==> config.mk <==
export PLATFORM = sky130hd
export DESIGN_NAME = id_stage
export DESIGN_NICKNAME = d
export VERILOG_FILES = /design/src/rtl/rv32i_pkg.sv /design/src/rtl/rv32i_decoder.sv /design/src/rtl/id_stage.sv
export SDC_FILE = /design/constraint.sdc
export NUM_CORES = 1
export LEC_CHECK = 0
export CAP_MARGIN = 0
export CORE_MARGIN = 3
export CORE_UTILIZATION = 58
export CTS_CLUSTER_SIZE = 12
export DETAILED_ROUTE_END_ITERATION = 10
export DONT_BUFFER_PORTS = 1
export PLACE_DENSITY_LB_ADDON = 0.1
export SLEW_MARGIN = 5
export SYNTH_ARGS = -nofsm -noshare
export SYNTH_HDL_FRONTEND = slang
export SYNTH_SLANG_ARGS = --single-unit
==> constraint.sdc <==
create_clock -name clk -period 2.1 [get_ports clk]
set_input_delay 0.21 -clock clk [delete_from_list [all_inputs] [get_ports clk]]
set_output_delay 0.21 -clock clk [all_outputs]
set_load 0.005 [all_outputs]
==> src/rtl/rv32i_pkg.sv <==
// Shared RV32I decode definitions: opcodes, immediate formats and the ID/EX register layout.
package rv32i_pkg;

    localparam int XLEN = 32;

    localparam logic [6:0] OP_LUI      = 7'b0110111;
    localparam logic [6:0] OP_AUIPC    = 7'b0010111;
    localparam logic [6:0] OP_JAL      = 7'b1101111;
    localparam logic [6:0] OP_JALR     = 7'b1100111;
    localparam logic [6:0] OP_BRANCH   = 7'b1100011;
    localparam logic [6:0] OP_LOAD     = 7'b0000011;
    localparam logic [6:0] OP_STORE    = 7'b0100011;
    localparam logic [6:0] OP_IMM      = 7'b0010011;
    localparam logic [6:0] OP_OP       = 7'b0110011;
    localparam logic [6:0] OP_MISC_MEM = 7'b0001111;
    localparam logic [6:0] OP_SYSTEM   = 7'b1110011;

    typedef enum logic [2:0] {
        IMM_I,
        IMM_S,
        IMM_B,
        IMM_U,
        IMM_J,
        IMM_NONE
    } imm_fmt_e;

    typedef struct packed {
        logic [XLEN-1:0] pc;
        logic [XLEN-1:0] rs1_data;
        logic [XLEN-1:0] rs2_data;
        logic [XLEN-1:0] imm;
        logic [4:0]      rd;
        logic            rd_en;
        logic [6:0]      opcode;
        logic [2:0]      funct3;
        logic            funct7b5;
        logic            illegal;
    } id_ex_t;

endpackage

==> src/rtl/rv32i_decoder.sv <==
// Combinational RV32I decode: legality, register usage and sign-extended immediate.
module rv32i_decoder
    import rv32i_pkg::*;
(
    input  logic [XLEN-1:0] instr,
    output logic            illegal,
    output logic            rs1_used,
    output logic            rs2_used,
    output logic            rd_wr,
    output logic [XLEN-1:0] imm
);

    imm_fmt_e fmt;
    logic     rd_written;

    always_comb begin
        illegal    = 1'b1;
        rs1_used   = 1'b0;
        rs2_used   = 1'b0;
        rd_written = 1'b0;
        fmt        = IMM_NONE;
        if (instr[1:0] == 2'b11) begin
            case (instr[6:0])
                OP_LUI, OP_AUIPC: begin
                    illegal = 1'b0; rd_written = 1'b1; fmt = IMM_U;
                end
                OP_JAL: begin
                    illegal = 1'b0; rd_written = 1'b1; fmt = IMM_J;
                end
                OP_JALR, OP_LOAD, OP_IMM: begin
                    illegal = 1'b0; rd_written = 1'b1; rs1_used = 1'b1; fmt = IMM_I;
                end
                OP_BRANCH: begin
                    illegal = 1'b0; rs1_used = 1'b1; rs2_used = 1'b1; fmt = IMM_B;
                end
                OP_STORE: begin
                    illegal = 1'b0; rs1_used = 1'b1; rs2_used = 1'b1; fmt = IMM_S;
                end
                OP_OP: begin
                    illegal = 1'b0; rd_written = 1'b1; rs1_used = 1'b1; rs2_used = 1'b1;
                end
                OP_MISC_MEM, OP_SYSTEM: begin
                    illegal = 1'b0;
                end
                default: illegal = 1'b1;
            endcase
        end
    end

    // Writes to x0 are discarded, so they never claim the scoreboard.
    assign rd_wr = rd_written & (instr[11:7] != 5'd0);

    always_comb begin
        case (fmt)
            IMM_I:   imm = {{20{instr[31]}}, instr[31:20]};
            IMM_S:   imm = {{20{instr[31]}}, instr[31:25], instr[11:7]};
            IMM_B:   imm = {{19{instr[31]}}, instr[31], instr[7], instr[30:25], instr[11:8], 1'b0};
            IMM_U:   imm = {instr[31:12], 12'd0};
            IMM_J:   imm = {{11{instr[31]}}, instr[31], instr[19:12], instr[20], instr[30:21], 1'b0};
            default: imm = '0;
        endcase
    end

endmodule

==> src/rtl/id_stage.sv <==
// RV32I decode stage: register file read ports, busy scoreboard and valid/ready ID/EX register.
module id_stage
    import rv32i_pkg::*;
(
    input  logic            clk,
    input  logic            reset,
    input  logic            if_valid,
    input  logic [XLEN-1:0] if_instr,
    input  logic [XLEN-1:0] if_pc,
    output logic            id_ready,
    output logic [4:0]      rs1,
    output logic [4:0]      rs2,
    output logic            rs1_en,
    output logic            rs2_en,
    input  logic [XLEN-1:0] rs1_data,
    input  logic [XLEN-1:0] rs2_data,
    output logic            ex_valid,
    input  logic            ex_ready,
    output logic [XLEN-1:0] ex_pc,
    output logic [XLEN-1:0] ex_rs1_data,
    output logic [XLEN-1:0] ex_rs2_data,
    output logic [XLEN-1:0] ex_imm,
    output logic [4:0]      ex_rd,
    output logic            ex_rd_en,
    output logic [6:0]      ex_opcode,
    output logic [2:0]      ex_funct3,
    output logic            ex_funct7b5,
    output logic            ex_illegal,
    input  logic            wb_valid,
    input  logic [4:0]      wb_rd,
    input  logic            flush
);

    logic            dec_illegal;
    logic            dec_rs1_used;
    logic            dec_rs2_used;
    logic            dec_rd_wr;
    logic [XLEN-1:0] dec_imm;
    logic [4:0]      rd;
    logic            stall;
    logic            issue;
    logic            ex_valid_q;
    id_ex_t          ex_q;
    id_ex_t          ex_d;
    logic [31:0]     busy;
    logic [31:0]     busy_nxt;

    rv32i_decoder u_decoder (
        .instr    (if_instr),
        .illegal  (dec_illegal),
        .rs1_used (dec_rs1_used),
        .rs2_used (dec_rs2_used),
        .rd_wr    (dec_rd_wr),
        .imm      (dec_imm)
    );

    assign rs1    = if_instr[19:15];
    assign rs2    = if_instr[24:20];
    assign rd     = if_instr[11:7];
    assign rs1_en = if_valid & dec_rs1_used;
    assign rs2_en = if_valid & dec_rs2_used;

    // Busy is sampled before this cycle's writeback clears it: no bypass.
    assign stall    = if_valid & ((dec_rs1_used & busy[rs1]) |
                                  (dec_rs2_used & busy[rs2]) |
                                  (dec_rd_wr    & busy[rd]));
    assign id_ready = !stall & !flush & (!ex_valid_q | ex_ready);
    assign issue    = if_valid & id_ready;

    always_comb begin
        ex_d          = '0;
        ex_d.pc       = if_pc;
        ex_d.rs1_data = rs1_data;
        ex_d.rs2_data = rs2_data;
        ex_d.imm      = dec_imm;
        ex_d.rd       = rd;
        ex_d.rd_en    = dec_rd_wr;
        ex_d.opcode   = if_instr[6:0];
        ex_d.funct3   = if_instr[14:12];
        ex_d.funct7b5 = if_instr[30];
        ex_d.illegal  = dec_illegal;
    end

    // Clears first so that a same-cycle set on the same index wins.
    always_comb begin
        busy_nxt = busy;
        if (wb_valid)
            busy_nxt[wb_rd] = 1'b0;
        if (flush & ex_valid_q & !ex_ready & ex_q.rd_en)
            busy_nxt[ex_q.rd] = 1'b0;
        if (issue & dec_rd_wr)
            busy_nxt[rd] = 1'b1;
        busy_nxt[0] = 1'b0;
    end

    always_ff @(posedge clk or negedge reset) begin
        if (!reset) begin
            ex_valid_q <= 1'b0;
            ex_q       <= '0;
            busy       <= '0;
        end else begin
            busy <= busy_nxt;
            if (issue) begin
                ex_q       <= ex_d;
                ex_valid_q <= 1'b1;
            end else if (ex_valid_q & (ex_ready | flush)) begin
                ex_valid_q <= 1'b0;
            end
        end
    end

    assign ex_valid    = ex_valid_q;
    assign ex_pc       = ex_q.pc;
    assign ex_rs1_data = ex_q.rs1_data;
    assign ex_rs2_data = ex_q.rs2_data;
    assign ex_imm      = ex_q.imm;
    assign ex_rd       = ex_q.rd;
    assign ex_rd_en    = ex_q.rd_en;
    assign ex_opcode   = ex_q.opcode;
    assign ex_funct3   = ex_q.funct3;
    assign ex_funct7b5 = ex_q.funct7b5;
    assign ex_illegal  = ex_q.illegal;

endmodule

==> metrics.md <==
| Metric | Value |
|---|---|
| Vias in the first global route | `7,328` |
| Final nets | `968` |
| Initial Util | `59.5%` |
| Count leader, synth | `dfrtp_1` |
| Yosys warns | `0` |
| DRT Pass-1 Iters | `7` |
| CP startpoint | `busy[8]$_DFF_PN0_` |
| Maximum vdd drop | `0.000628 V` |
| Skew-Pair Late Insertion Delay | `450 ps` |
| Failing checks | `hold timing, setup timing` |
| Final hold violation count | `178` |
| CP Capture Type | `register` |
| RSZ-0062 raised after global routing | `yes` |
| Max Slew Vio Count | `0` |
| Row count | `45` |
| Die Span Y | `131 µm` |
| First-pass GRT wire length | `43.5 mm` |
| Post-Syn Area per Cell | `13.5 µm²` |
| CTS buffer count | `17` |
| Most frequent cells after synthesis | `dfrtp_1, mux2_2, mux2_4` |
| Die area | `17,300 µm²` |
| Aggregate global routing overflow | `0` |
| Synth area leaders | `dfrtp_1, mux2_4, mux2_2` |
| Crit path time final | `2580 ps` |
| CTS clk-pin slew, worst paths | `80 ps` |
| EDFF count, synth | `0` |
| Multi-input gate area | `4340 µm²` |
| TritonCTS clock tree | `built` |
| Number of distinct library cells after synthesis | `51` |
| H-tree depth | `4` |
| CTS sink count | `178` |
| Hold slack | `-539 ps` |
| Post-Place Setup Slack | `-522 ps` |
| Core area | `15,300 µm²` |
| Post-DP HPWL | `17.4 mm` |
| Worst r2r dst | `ex_rs1_data[2]$_DFFE_PN0P_` |
| Area Growth Syn to Fin | `30.3%` |
| Worst-path fanout max | `39` |
| Measured slew at the worst slew-check pin | `835 ps` |
| Hold crit path type | `in -> async` |
| Reg2Reg Depth | `8` |
| Final wirelength | `28.8 mm` |
| Placed cell area | `9460 µm²` |
| GRT Total Usage | `33.0%` |
| Mapped Cells | `677` |
| Top cell type's share of synthesized area | `48.9%` |
| DR vias/cell | `6.38` |
| Register area share after synthesis | `48.9%` |
| Leakage power | `0.00567 µW` |
| Synth area leader | `dfrtp_1` |
| Slew HR | `44.2%` |
| Ys flop type | `dfrtp_1` |
| R2r setup slk | `-480 ps` |
| Fmax | `387 MHz` |
| DR iter-0 viols | `709` |
| Routed via count | `6,726` |
| Outcome | `complete, but fails checks` |
| R2R Path Start | `busy[8]$_DFF_PN0_` |
| Critical path class | `reg -> reg` |
| Post-Syn Nets | `816` |
| Critical path arrival | `2900 ps` |
| Initial antenna violation count | `1` |
| Setup ws final | `-485 ps` |
| Post-synthesis register bit count | `178` |
| Post-Syn Area | `9110 µm²` |
| Clock root cell | `clkbuf_16` |
| Placer Congestion | `0.906` |
| Worst Setup EP | `ex_rs1_data[2]$_DFFE_PN0P_` |
| DRC viols | `0` |
| Final Cycle Share | `123%` |
| Max Cap Viol | `0` |
| Power Density | `771 nW/µm²` |
| Share of synthesized flip-flops with an asynchronous set or reset | `100%` |
| Filler Cell Count | `901` |
| Routed wire length per instance | `27.3 µm` |
| Startpoint Class | `register` |
| Fin area | `11,900 µm²` |
| CTS Buffer Depth | `2` |
| Endpoints failing setup | `179` |
| Worst Clk Skew | `21.6 ps` |
| Hold Buf Count CTS | `128` |
| Sequential standard cell area | `4450 µm²` |
| Largest net degree at the start of global routing | `179` |
| Required time worst endpoint | `2420 ps` |
| Antenna Nets Post-Route | `0` |
| Layout cells sized above 1 | `34.4%` |
| Port Buf Inserts | `0` |
| I/O pin count | `299` |
| Die width | `131 µm` |
-- critical path, stage by stage (launching register included) --
cell and delay [ps]:
dfrtp_1 430, mux4_2 520, o21ba_4 210, a221oi_2 270
or4_4 180, nand3_4 110, buf_12 170, buf_12 180
mux2_4 340
-- cells in the final DEF, fill, tap and decap left out, types with 5 or more instances in the layout --
cell type,netlist,routed
buf_12,0,7
mux2_4,62,63
buf_16,0,8
mux2i_1,34,33
nand2_1,22,21
o22ai_1,5,5
o41ai_2,28,18
inv_8,0,5
inv_1,34,34
nand3_1,8,8
a211oi_1,5,5
a21oi_1,22,22
nor2_1,19,19
dfrtp_1,178,178
nand3b_1,12,12
mux2_2,63,62
mux4_2,18,18
buf_4,18,47
dlygate4sd3_1,0,128
o221ai_1,31,31
nor2b_1,9,9
o41ai_4,0,13
or3b_2,6,6
or3_1,5,5
clkbuf_16,0,17
-- flip-flops by register name, indices dropped and copies added, names as in the netlist, 3 cells and up --
| register | count |
|---|---|
| ex_rs1_data | 32 |
| ex_rd | 5 |
| ex_imm | 32 |
| ex_pc | 32 |
| ex_funct3 | 3 |
| ex_rs2_data | 32 |
| busy | 31 |
| ex_opcode | 7 |
-- metal layers --
layer  track usage [%]  share of wire (%)
met1              38.2                 35
met2              58.5                 52
met3              10.1                9.7
met4              11.2                2.6
met5                 0                  0
-- worst min-delay path by stage --
| stage | start | endpoint | depth (start not counted) | slack (ps) |
|---|---|---|---|---|
| global route | reset | busy[1]$_DFF_PN0_ | 0 | -550 |
| floorplan | reset | busy[10]$_DFF_PN0_ | 0 | -90 |
| global placement | reset | busy[1]$_DFF_PN0_ | 0 | -80 |
| CTS | reset | ex_pc[11]$_DFFE_PN0P_ | 0 | -550 |
| finish | reset | busy[1]$_DFF_PN0_ | 0 | -540 |
| detailed placement | reset | busy[5]$_DFF_PN0_ | 0 | -80 |
-- cell type report --
class / instances / share of cell area (%)
sequential: 178 / 37.5
multi-input combinational: 403 / 36.6
timing repair buffer: 195 / 17.3
clock buffer: 17 / 3.58
tap: 211 / 2.22
clock inverter: 15 / 1.72
inverter: 34 / 1.08
antenna: 1 / 0.0211
-- cells by family after synthesis --
group,Yosys count,share of synthesized area (%)
buf+inv,96,5.71
compound gates,123,13.0
simple gates,102,6.14
flops,178,48.9
mux,178,26.3
-- power by group --
| group | internal, µW | switching [µW] |
|---|---|---|
| logic | 912 | 525 |
| registers | 3880 | 487 |
| clock network | 1670 | 1680 |
-- timing repair --
action | CTS | global route
cloned | 7 | 0
endpoints found under the hold margin | 314 | 178
pin swaps | 4 | 5
endpoints found under the setup margin | 179 | 179
setup buffers | 8 | 1
gates resized for setup | 19 | 17
-- per-stage QoR --
step	utilization (%)	cells	power, µW	setup TNS, ps
6_report	77.5	1054	9160	-72590
5_1_grt	77.5	1054	9450	-83110
4_1_cts	76.5	1052	9080	-68070
3_5_place_dp	61.8	879	5470	-60150
3_3_place_gp	61.8	879	5410	-53930
2_1_floorplan	-	677	5190	-17200
No activity file was read; power rests on OpenSTA's default activity.
